**src/rtl/conv1d_ring_loader.sv**
```systemverilog
// conv1d_ring_loader
//   Feeds the conv1d MAC engine's KERNEL_LENGTH-row input ring from a packed
//   int8 activation stream (4 channels per word), inserting SAME-padding rows
//   at both ends, and presents one window (ring head + valid) per output position.
//   Optional build macro: RING_LOADER_PAD_OFFSET_EN -- pad byte becomes
//   -cfg_input_offset so padded taps contribute zero in the MAC.
module conv1d_ring_loader #(
    parameter int unsigned KERNEL_LENGTH = 8,
    parameter int unsigned PADDING       = 4,
    parameter int unsigned MAX_DEPTH     = 128,
    parameter int unsigned ADDR_W        = 10
) (
    input  logic                             clk,
    input  logic                             rst,
    input  logic                             start,
    input  logic [7:0]                       cfg_depth,
    input  logic [15:0]                      cfg_width,
    input  logic [31:0]                      cfg_input_offset,
    input  logic                             in_valid,
    output logic                             in_ready,
    input  logic [31:0]                      in_data,
    output logic                             wr_en,
    output logic [ADDR_W-1:0]                wr_addr,
    output logic [7:0]                       wr_data,
    output logic [$clog2(KERNEL_LENGTH)-1:0] start_x,
    output logic                             window_valid,
    input  logic                             window_consumed,
    output logic                             busy
);
    localparam int unsigned SLOT_W    = $clog2(KERNEL_LENGTH);
    localparam int unsigned CH_W      = $clog2(MAX_DEPTH);
    localparam int unsigned LOOKAHEAD = KERNEL_LENGTH - PADDING - 1;

    typedef enum logic [2:0] {
        S_IDLE, S_PAD_L, S_FILL, S_WIN, S_ADVANCE, S_DONE
    } state_t;

    state_t            state;
    logic [7:0]        depth_r;
    logic [15:0]       width_r;
    logic [7:0]        pad_byte;
    logic [7:0]        pad_value;
    logic [SLOT_W-1:0] head;
    logic [SLOT_W-1:0] slot;
    logic [SLOT_W-1:0] row;
    logic [CH_W-1:0]   ch;
    logic [15:0]       x;
    logic [16:0]       pos;
    logic [31:0]       hold_data;
    logic              hold_valid;

    logic              writing;
    logic              stream_row;
    logic              last_ch;
    logic              accept;
    logic              byte_ok;
    logic [1:0]        lane;
    logic [31:0]       src_word;
    logic [7:0]        cur_byte;
    logic [ADDR_W-1:0] addr_next;
    logic [15:0]       x_next;

`ifdef RING_LOADER_PAD_OFFSET_EN
    assign pad_value = 8'(-cfg_input_offset);
`else
    logic cfg_offset_unused;
    assign pad_value         = 8'h00;
    assign cfg_offset_unused = ^cfg_input_offset;
`endif

    assign start_x = head;

    // Datapath decode: which byte goes out this cycle and whether a word is taken
    always_comb begin
        writing    = (state == S_PAD_L) || (state == S_FILL) || (state == S_ADVANCE);
        stream_row = ((state == S_FILL) || (state == S_ADVANCE)) && (pos < {1'b0, width_r});
        lane       = ch[1:0];
        last_ch    = (ch == CH_W'(depth_r - 8'd1));
        // A new word is taken only when the holding register is empty or its last
        // byte leaves this cycle, and never across a row boundary, so no word of a
        // later position is fetched early and nothing beyond the sequence is taken.
        in_ready   = stream_row && !rst && !start &&
                     (!hold_valid || (lane == 2'd3 && !last_ch));
        accept     = in_valid && in_ready;
        byte_ok    = writing && (!stream_row || hold_valid || in_valid);
        src_word   = hold_valid ? hold_data : in_data;
        cur_byte   = pad_byte;
        if (stream_row) begin
            case (lane)
                2'd0:    cur_byte = src_word[7:0];
                2'd1:    cur_byte = src_word[15:8];
                2'd2:    cur_byte = src_word[23:16];
                default: cur_byte = src_word[31:24];
            endcase
        end
        addr_next  = ADDR_W'(slot) * ADDR_W'(depth_r) + ADDR_W'(ch);
        x_next     = x + 16'd1;
    end

    // Sequencer: pad/fill rows, window handshake, per-window row replacement
    always_ff @(posedge clk) begin
        if (rst) begin
            state        <= S_IDLE;
            busy         <= 1'b0;
            window_valid <= 1'b0;
            wr_en        <= 1'b0;
            wr_addr      <= '0;
            wr_data      <= '0;
            depth_r      <= '0;
            width_r      <= '0;
            pad_byte     <= '0;
            head         <= '0;
            slot         <= '0;
            row          <= '0;
            ch           <= '0;
            x            <= '0;
            pos          <= '0;
            hold_data    <= '0;
            hold_valid   <= 1'b0;
        end else begin
            wr_en <= 1'b0;
            if (start) begin
                depth_r      <= cfg_depth;
                width_r      <= cfg_width;
                pad_byte     <= pad_value;
                head         <= '0;
                slot         <= '0;
                row          <= '0;
                ch           <= '0;
                x            <= '0;
                pos          <= '0;
                hold_valid   <= 1'b0;
                window_valid <= 1'b0;
                busy         <= 1'b1;
                state        <= S_PAD_L;
            end else begin
                case (state)
                    S_PAD_L, S_FILL, S_ADVANCE: begin
                        if (byte_ok) begin
                            wr_en   <= 1'b1;
                            wr_addr <= addr_next;
                            wr_data <= cur_byte;
                            if (accept) begin
                                hold_data  <= in_data;
                                hold_valid <= 1'b1;
                            end else if (stream_row && lane == 2'd3) begin
                                hold_valid <= 1'b0;
                            end
                            if (!last_ch) begin
                                ch <= ch + 1'b1;
                            end else begin
                                ch   <= '0;
                                row  <= row + 1'b1;
                                slot <= slot + 1'b1;
                                pos  <= pos + 17'd1;
                                if (state == S_PAD_L && row == SLOT_W'(PADDING - 1)) begin
                                    state <= S_FILL;
                                    row   <= '0;
                                    pos   <= '0;
                                end else if (state == S_FILL && row == SLOT_W'(LOOKAHEAD)) begin
                                    state        <= S_WIN;
                                    window_valid <= 1'b1;
                                end else if (state == S_ADVANCE) begin
                                    head         <= head + 1'b1;
                                    state        <= S_WIN;
                                    window_valid <= 1'b1;
                                end
                            end
                        end
                    end
                    S_WIN: begin
                        if (window_consumed) begin
                            window_valid <= 1'b0;
                            x            <= x_next;
                            if (x_next == width_r) begin
                                state <= S_DONE;
                                busy  <= 1'b0;
                            end else begin
                                state <= S_ADVANCE;
                                slot  <= head;
                                pos   <= {1'b0, x_next} + 17'(LOOKAHEAD);
                            end
                        end
                    end
                    S_DONE:  state <= S_IDLE;
                    default: state <= S_IDLE;
                endcase
            end
        end
    end
endmodule

```
**config.mk**
```make
export PLATFORM = sky130hd
export DESIGN_NAME = conv1d_ring_loader
export DESIGN_NICKNAME = d
export VERILOG_FILES = /design/src/rtl/conv1d_ring_loader.sv
export SDC_FILE = /design/constraint.sdc
export NUM_CORES = 1
export LEC_CHECK = 0
export ABC_AREA = 1
export ABC_CLOCK_PERIOD_IN_PS = 4200
export CAP_MARGIN = 20
export CORE_ASPECT_RATIO = 0.7
export CORE_MARGIN = 5
export CORE_UTILIZATION = 51
export CTS_BUF_LIST = sky130_fd_sc_hd__clkbuf_8
export DETAILED_ROUTE_END_ITERATION = 6
export PLACE_DENSITY = 0.75
export SETUP_SLACK_MARGIN = 0.4
export SLEW_MARGIN = 20
export SYNTH_ARGS = -nofsm -noshare
export SYNTH_HDL_FRONTEND = slang
export SYNTH_SLANG_ARGS = --single-unit
```
**constraint.sdc**
```tcl
create_clock -name clk -period 4.2 [get_ports clk]
set_input_delay 0.84 -clock clk [delete_from_list [all_inputs] [get_ports clk]]
set_output_delay 0.84 -clock clk [all_outputs]
set_load 0.05 [all_outputs]
```
==> Word-level counts from Yosys, hierarchy flattened <==
Index checks and enable logic that the tools add are counted.
{ "classes": {"add_sub_neg": 9, "mul": 1, "n_lt_le_gt_ge": 1, "n_eq_ne": 21, "mux": 39, "n_bitwise": 4, "reduce_logical": 42} }
{ "ops": {"columns": ["operator", "n"], "rows": [
  ["17-bit two-way mux", 5],
  ["17-bit one-hot mux with 2 select lines", 1],
  ["3-bit two-way mux", 11],
  ["32-bit two-way mux", 1],
  ["8-bit one-hot mux with 3 select lines", 1],
  ["16-bit by 2-bit adder with 17-bit output, second input constant", 1],
  ["17-bit by 1-bit adder with 17-bit output, second input constant", 1],
  ["17-bit by 16-bit less-than comparator with 1-bit output", 1],
  ["16-bit by 1-bit adder with 16-bit output, second input constant", 1],
  ["16-bit == test", 1],
  ["1-bit two-way mux", 15],
  ["3-bit inequality test, second input constant", 4],
  ["3-bit one-hot mux with 2 select lines", 2],
  ["3-bit AND reduction", 4],
  ["4-bit AND reduction", 3],
  ["6-bit AND reduction", 2],
  ["10-bit by 7-bit adder with 10-bit output", 1],
  ["1-bit logical AND", 10],
  ["3-bit by 8-bit multiplier with 10-bit output", 1],
  ["2-bit inequality test, second input constant", 5],
  ["2-bit nonzero test", 5],
  ["3-bit by 1-bit adder with 3-bit output, second input constant", 3],
  ["3-bit by 2-bit == test with 1-bit output, second input constant", 3],
  ["8-bit two-way mux", 1],
  ["19 further kinds", 34]
]} }
{ "word_totals": {"register_bits": 130, "input_bits": 93} }

==> Depth between registers and ports, before layout <==
{ "depth": {"word_depth": 10, "depth_mapped": 20} }

==> Least setup slack after synthesis <==
OpenSTA, ideal clock, no wires.
{ "synth_timing": {"kind": "register to register", "start": "reg slot[2]", "end": "reg wr_addr[9]", "setup_time_ns": 0.070, "t_arrival_ns": 2.860, "required_ns": 4.130, "setup_slack_ns": 1.270, "stages_incl_launch_ff": 16, "path_cell_list": "dfxtp_1 clkbuf_1 nand2_1 inv_1 fa_1 inv_1 fa_1 inv_1 fa_1 nand3_1 nand3_1 nand4_1 o211ai_1 xnor2_1 nand2_1 a21oi_1"} }
{ "synth_via": {"elab_chain_len": 2} }
{ "synth_rtl": {"columns": ["item", "line_no", "rtl"], "rows": [
  ["start, declared", "44", "logic [SLOT_W-1:0] slot;"],
  ["start signal, assigned", "154", "slot <= slot + 1'b1;"],
  ["3-bit by 8-bit multiplier with 10-bit output", "96", "addr_next = ADDR_W'(slot) * ADDR_W'(depth_r) + ADDR_W'(ch);"],
  ["10-bit by 7-bit adder with 10-bit output", "96", null],
  ["end signal, assigned", "141", "wr_addr <= addr_next;"],
  ["end, declared", "23", "output logic [ADDR_W-1:0] wr_addr,"]
]} }
No other way between the ends.
A chain may end at the register's enable or synchronous reset.

==> Worst setup path after layout <==
{ "layout_timing": {"start": "reg width_r[12]", "end": "out in_ready"} }
{ "layout_via": {"elab_chain_len": 5} }
{ "layout_rtl": {"columns": ["item", "line_no", "rtl"], "rows": [
  ["start, declared", "40", "logic [15:0] width_r;"],
  ["start signal, assigned", "124", "width_r <= cfg_width;"],
  ["17-bit by 16-bit less-than comparator with 1-bit output", "76", "stream_row = ((state == S_FILL) || (state == S_ADVANCE)) && (pos < {1'b0, width_r});"],
  ["1-bit logical AND", "76", null],
  ["1-bit logical AND (3 in series)", "82", "in_ready = stream_row && !rst && !start &&"],
  ["end, declared", "20", "output logic in_ready,"]
]} }
No other way between the ends.

==> metrics.md <==
| Metric | Value |
|---|---|
| Worst-path clk slew | approximately 90 ps |
| R2r setup slk | approximately 1100 ps |
| Ports | 118 |
| Routed via count | between 9,000 and 10,000 |
| Max incr delay on CP | 360 ps |
| Final Util | 59.88% |
| Initial antenna violation count | 1 |
| Global-route wire length before repair | between 40,000 and 50,000 microns |
| Port-buffer cells | 85 |
| Total gr overflow | 0 |
| Via-to-Cell Ratio | 5.231 |
| Placed Area | 0.009861 sq mm |
| Worst EP arrival | around 2600 ps |
| Total Die Area | just over 0.02 sq mm |
| RSZ-0062 raised after global routing | no |
| GPL Wtd Cong | just over 0.9 |
| TritonCTS Buffers | 17 |
| Crit end category | output pin |
| Hold Fails Final Rpt | 0 |
| Hold-fix buffers, CTS | 0 |
| H-tree depth | 4 |
| Crit-path cells | inv_1, ha_1, a21oi_1, nand2_1, nand2_1, nand2_1, a21oi_1, nand3_1, nor2_1, and2_1, buf_12 |
| CP top delay family | simple AND/OR/NAND/NOR gates |
| PnR worst setup slack | between 700 and 800 ps |
| Leakage power | approximately 4.8 nW |
| Worst-Margin Slew | roughly 680 ps |
| Setup TNS | 0 ps |
| Seq/Total Area, Yosys | between 20% and 30% |
| Top cell type's share of synthesized area | 29.38% |
| Mean Syn Cell Area | around 6.2 sq um |
| Fmax | between 0.2 and 0.3 GHz |
| Clk_lat worst skew | around 450 ps |
| Synthesis Warnings | 0 |
| Power Total | slightly below 3 mW |
| Final Max Tran Viols | 0 |
| Synth unique cells | 45 |
| Number of global-route vias before repair | 8,323 |
| Asr flop ratio synth | 0% |
| Post-Route WL | about 24,000 microns |
| Syn Inst Count | around 1,400 |
| Final nets | about 1,600 |
| DR WL/cell | around 14 microns |
| Die Height | between 100 and 150 microns |
| CTS Root Buffer Type | clkbuf_8 |
| Clock Path Buffers | 2 |
| Area leader, netlist | dfxtp_1 |
| Critical-path maximum fanout | 6 |
| Final ANT Viol Nets | 0 |
| CP Data Required Time | 3360 ps |
| Commonest register cell after synthesis | dfxtp_1 |
| Die W | roughly 170 microns |
| All-Layer GR Usage | between 20% and 30% |
| CP dominant cell by count | nand2_1 |
| Syn_nets | ~1,600 |
| Power Density | slightly below 300 mW/mm^2 |
| Synth top area cells | dfxtp_1 29%, nand2_1 16%, nor2_1 8.9% |
| # Max-Cap Violations | 0 |
| Setup violators final | 0 |
| Area Overhead vs Synth | 15.72% |
| Initial Util | approximately 52% |
| Status | complete, no violations |
| Cell area after synthesis | about 0.0089 sq mm |
| Number of synthesized flops with an enable pin | 0 |
| ANT cells | 0 |
| Post-CTS setup buffers | 0 |
| Post-route cell area | between 0.01 and 0.015 sq mm |
| Core area | between 0.015 and 0.02 sq mm |
| WS Path Type | register to output pin |
| Slew margin rel. | between 50% and 60% |
| Critical-path top delay cell | dfxtp_1 |
| Largest net degree at the start of global routing | 66 |
| Sink Count | 130 |
| Top-count cell post-synth | nand2_1 |
| TritonCTS clock tree | built |
| CP Launch Type | register |
| Row cnt | 40 |
| Fillers | roughly 1,700 |
| Min Tclk post-route | ~3400 ps |
| Number of remaining DRC errors | 0 |
| Period utilization | approximately 80% |
| CP Buf/Inv Count | 2 |
| Type of the most critical hold path | register to register |
| Post-CTS Resized | 0 |
| Number of DRC markers in iteration 0 | roughly 900 |
| Pre-antenna DRT Iters | 6 |
| Share of cells above drive strength 1 | 5.043% |
| Dpl ws | 1051 ps |
| Post-DP HPWL | between 15,000 and 20,000 microns |
| Commonest cells in the netlist | 380 x nand2_1, 209 x nor2_1, 185 x inv_1 |
| Peak VDD IR | approximately 200 uV |
| Clk_skew | between 30 and 40 ps |
| Yosys reg bits | between 100 and 150 |
report_power, final:
part / switching [mW] / total [mW] / internal [mW]
registers: 0.0495 / 1.33 / 1.28
clock network: 0.625 / 1.08 / 0.451
logic: 0.350 / 0.561 / 0.210
total: 1.02 / 2.96 / 1.94
logic make-up after synthesis:
kind of cell	synth area share [%]
adder cells (fa/ha/maj)	8.363
AND/OR/NAND/NOR	36.06
AO/OA/AOI/OAI	13.12
flip-flops	29.38
XOR/XNOR	2.274
buffers and inverters	10.79
path summary, 6_finish.rpt:
kind,cells after the start,startpoint,endpoint
setup / recovery,11,width_r[12],in_ready
hold / removal,2,window_valid,window_valid
setup reg to reg,14,slot[2],wr_addr[9]
hold reg to reg,2,window_valid,window_valid
placed cells by master (no fill, tap or decap), drive strengths merged:
| cell | synthesis | routed |
|---|---|---|
| or2 | 1 | 1 |
| o21ai | 85 | 85 |
| nor2b | 1 | 1 |
| nand3b | 2 | 2 |
| o22ai | 1 | 1 |
| o31ai | 1 | 1 |
| nor3 | 12 | 12 |
| inv | 187 | 198 |
| clkdlybuf4s50 | 0 | 84 |
| o221ai | 5 | 5 |
| nor2 | 221 | 221 |
| nand3 | 101 | 101 |
| ha | 40 | 40 |
| dfxtp | 130 | 130 |
| o21bai | 1 | 1 |
| a32oi | 2 | 2 |
| and2 | 1 | 1 |
| clkbuf | 30 | 17 |
| nor3b | 2 | 2 |
| nor4 | 3 | 3 |
| xor2 | 15 | 15 |
| buf | 21 | 13 |
| o211ai | 1 | 1 |
| a31oi | 6 | 6 |
| nand4 | 26 | 26 |
| and3 | 1 | 1 |
| o211a | 1 | 1 |
| nand2 | 391 | 391 |
| fa | 12 | 12 |
| clkinv | 4 | 8 |
| a22oi | 2 | 2 |
| xnor2 | 8 | 8 |
| a21oi | 113 | 113 |
| a21o | 2 | 2 |
tightest hold or removal path, stage by stage, from the launching register on:
cell and delay (ps):
dfxtp_1 320, inv_1 50, a21oi_1 60
metrics by stage:
stage / hold slack (ps) / cells
after floorplan: 439.8 / 1429
after global placement: 439.4 / 1706
after detailed placement: 456.6 / 1706
after CTS: 469.8 / 1738
after global routing: 496.0 / 1738
final: 465.8 / 1738
state kept, by name (all words and copies together) (netlist names):
register      count
hold_data        32
slot              3
busy              1
pos              17
ch                7
row               3
state             3
wr_en             1
window_valid      1
depth_r           8
x                16
start_x           3
wr_addr          10
hold_valid        1
width_r          16
wr_data           8
layout make-up:
class	instances	area [sq um]	share of cell area (%)
inverters	191	716.9	6.995
repair buffers	97	950.9	9.277
well taps	231	289.0	2.820
clock inverters	15	155.1	1.514
flip-flops and latches	130	2603	25.39
clock buffers	17	234.0	2.283
multi-input cells	1057	5301	51.72
routing by layer:
| layer | vias to the layer above | routed length, microns | GRT usage [%] |
|---|---|---|---|
| met5 | - | 13 | 0 |
| met4 | 2 | 399 | 6.842 |
| met3 | 35 | 1982 | 5.196 |
| met2 | 341 | 10140 | 36.53 |
| met1 | 4033 | 11650 | 34.77 |
| li1 | 4681 | - | - |
Power figures use the tool's default switching activity.
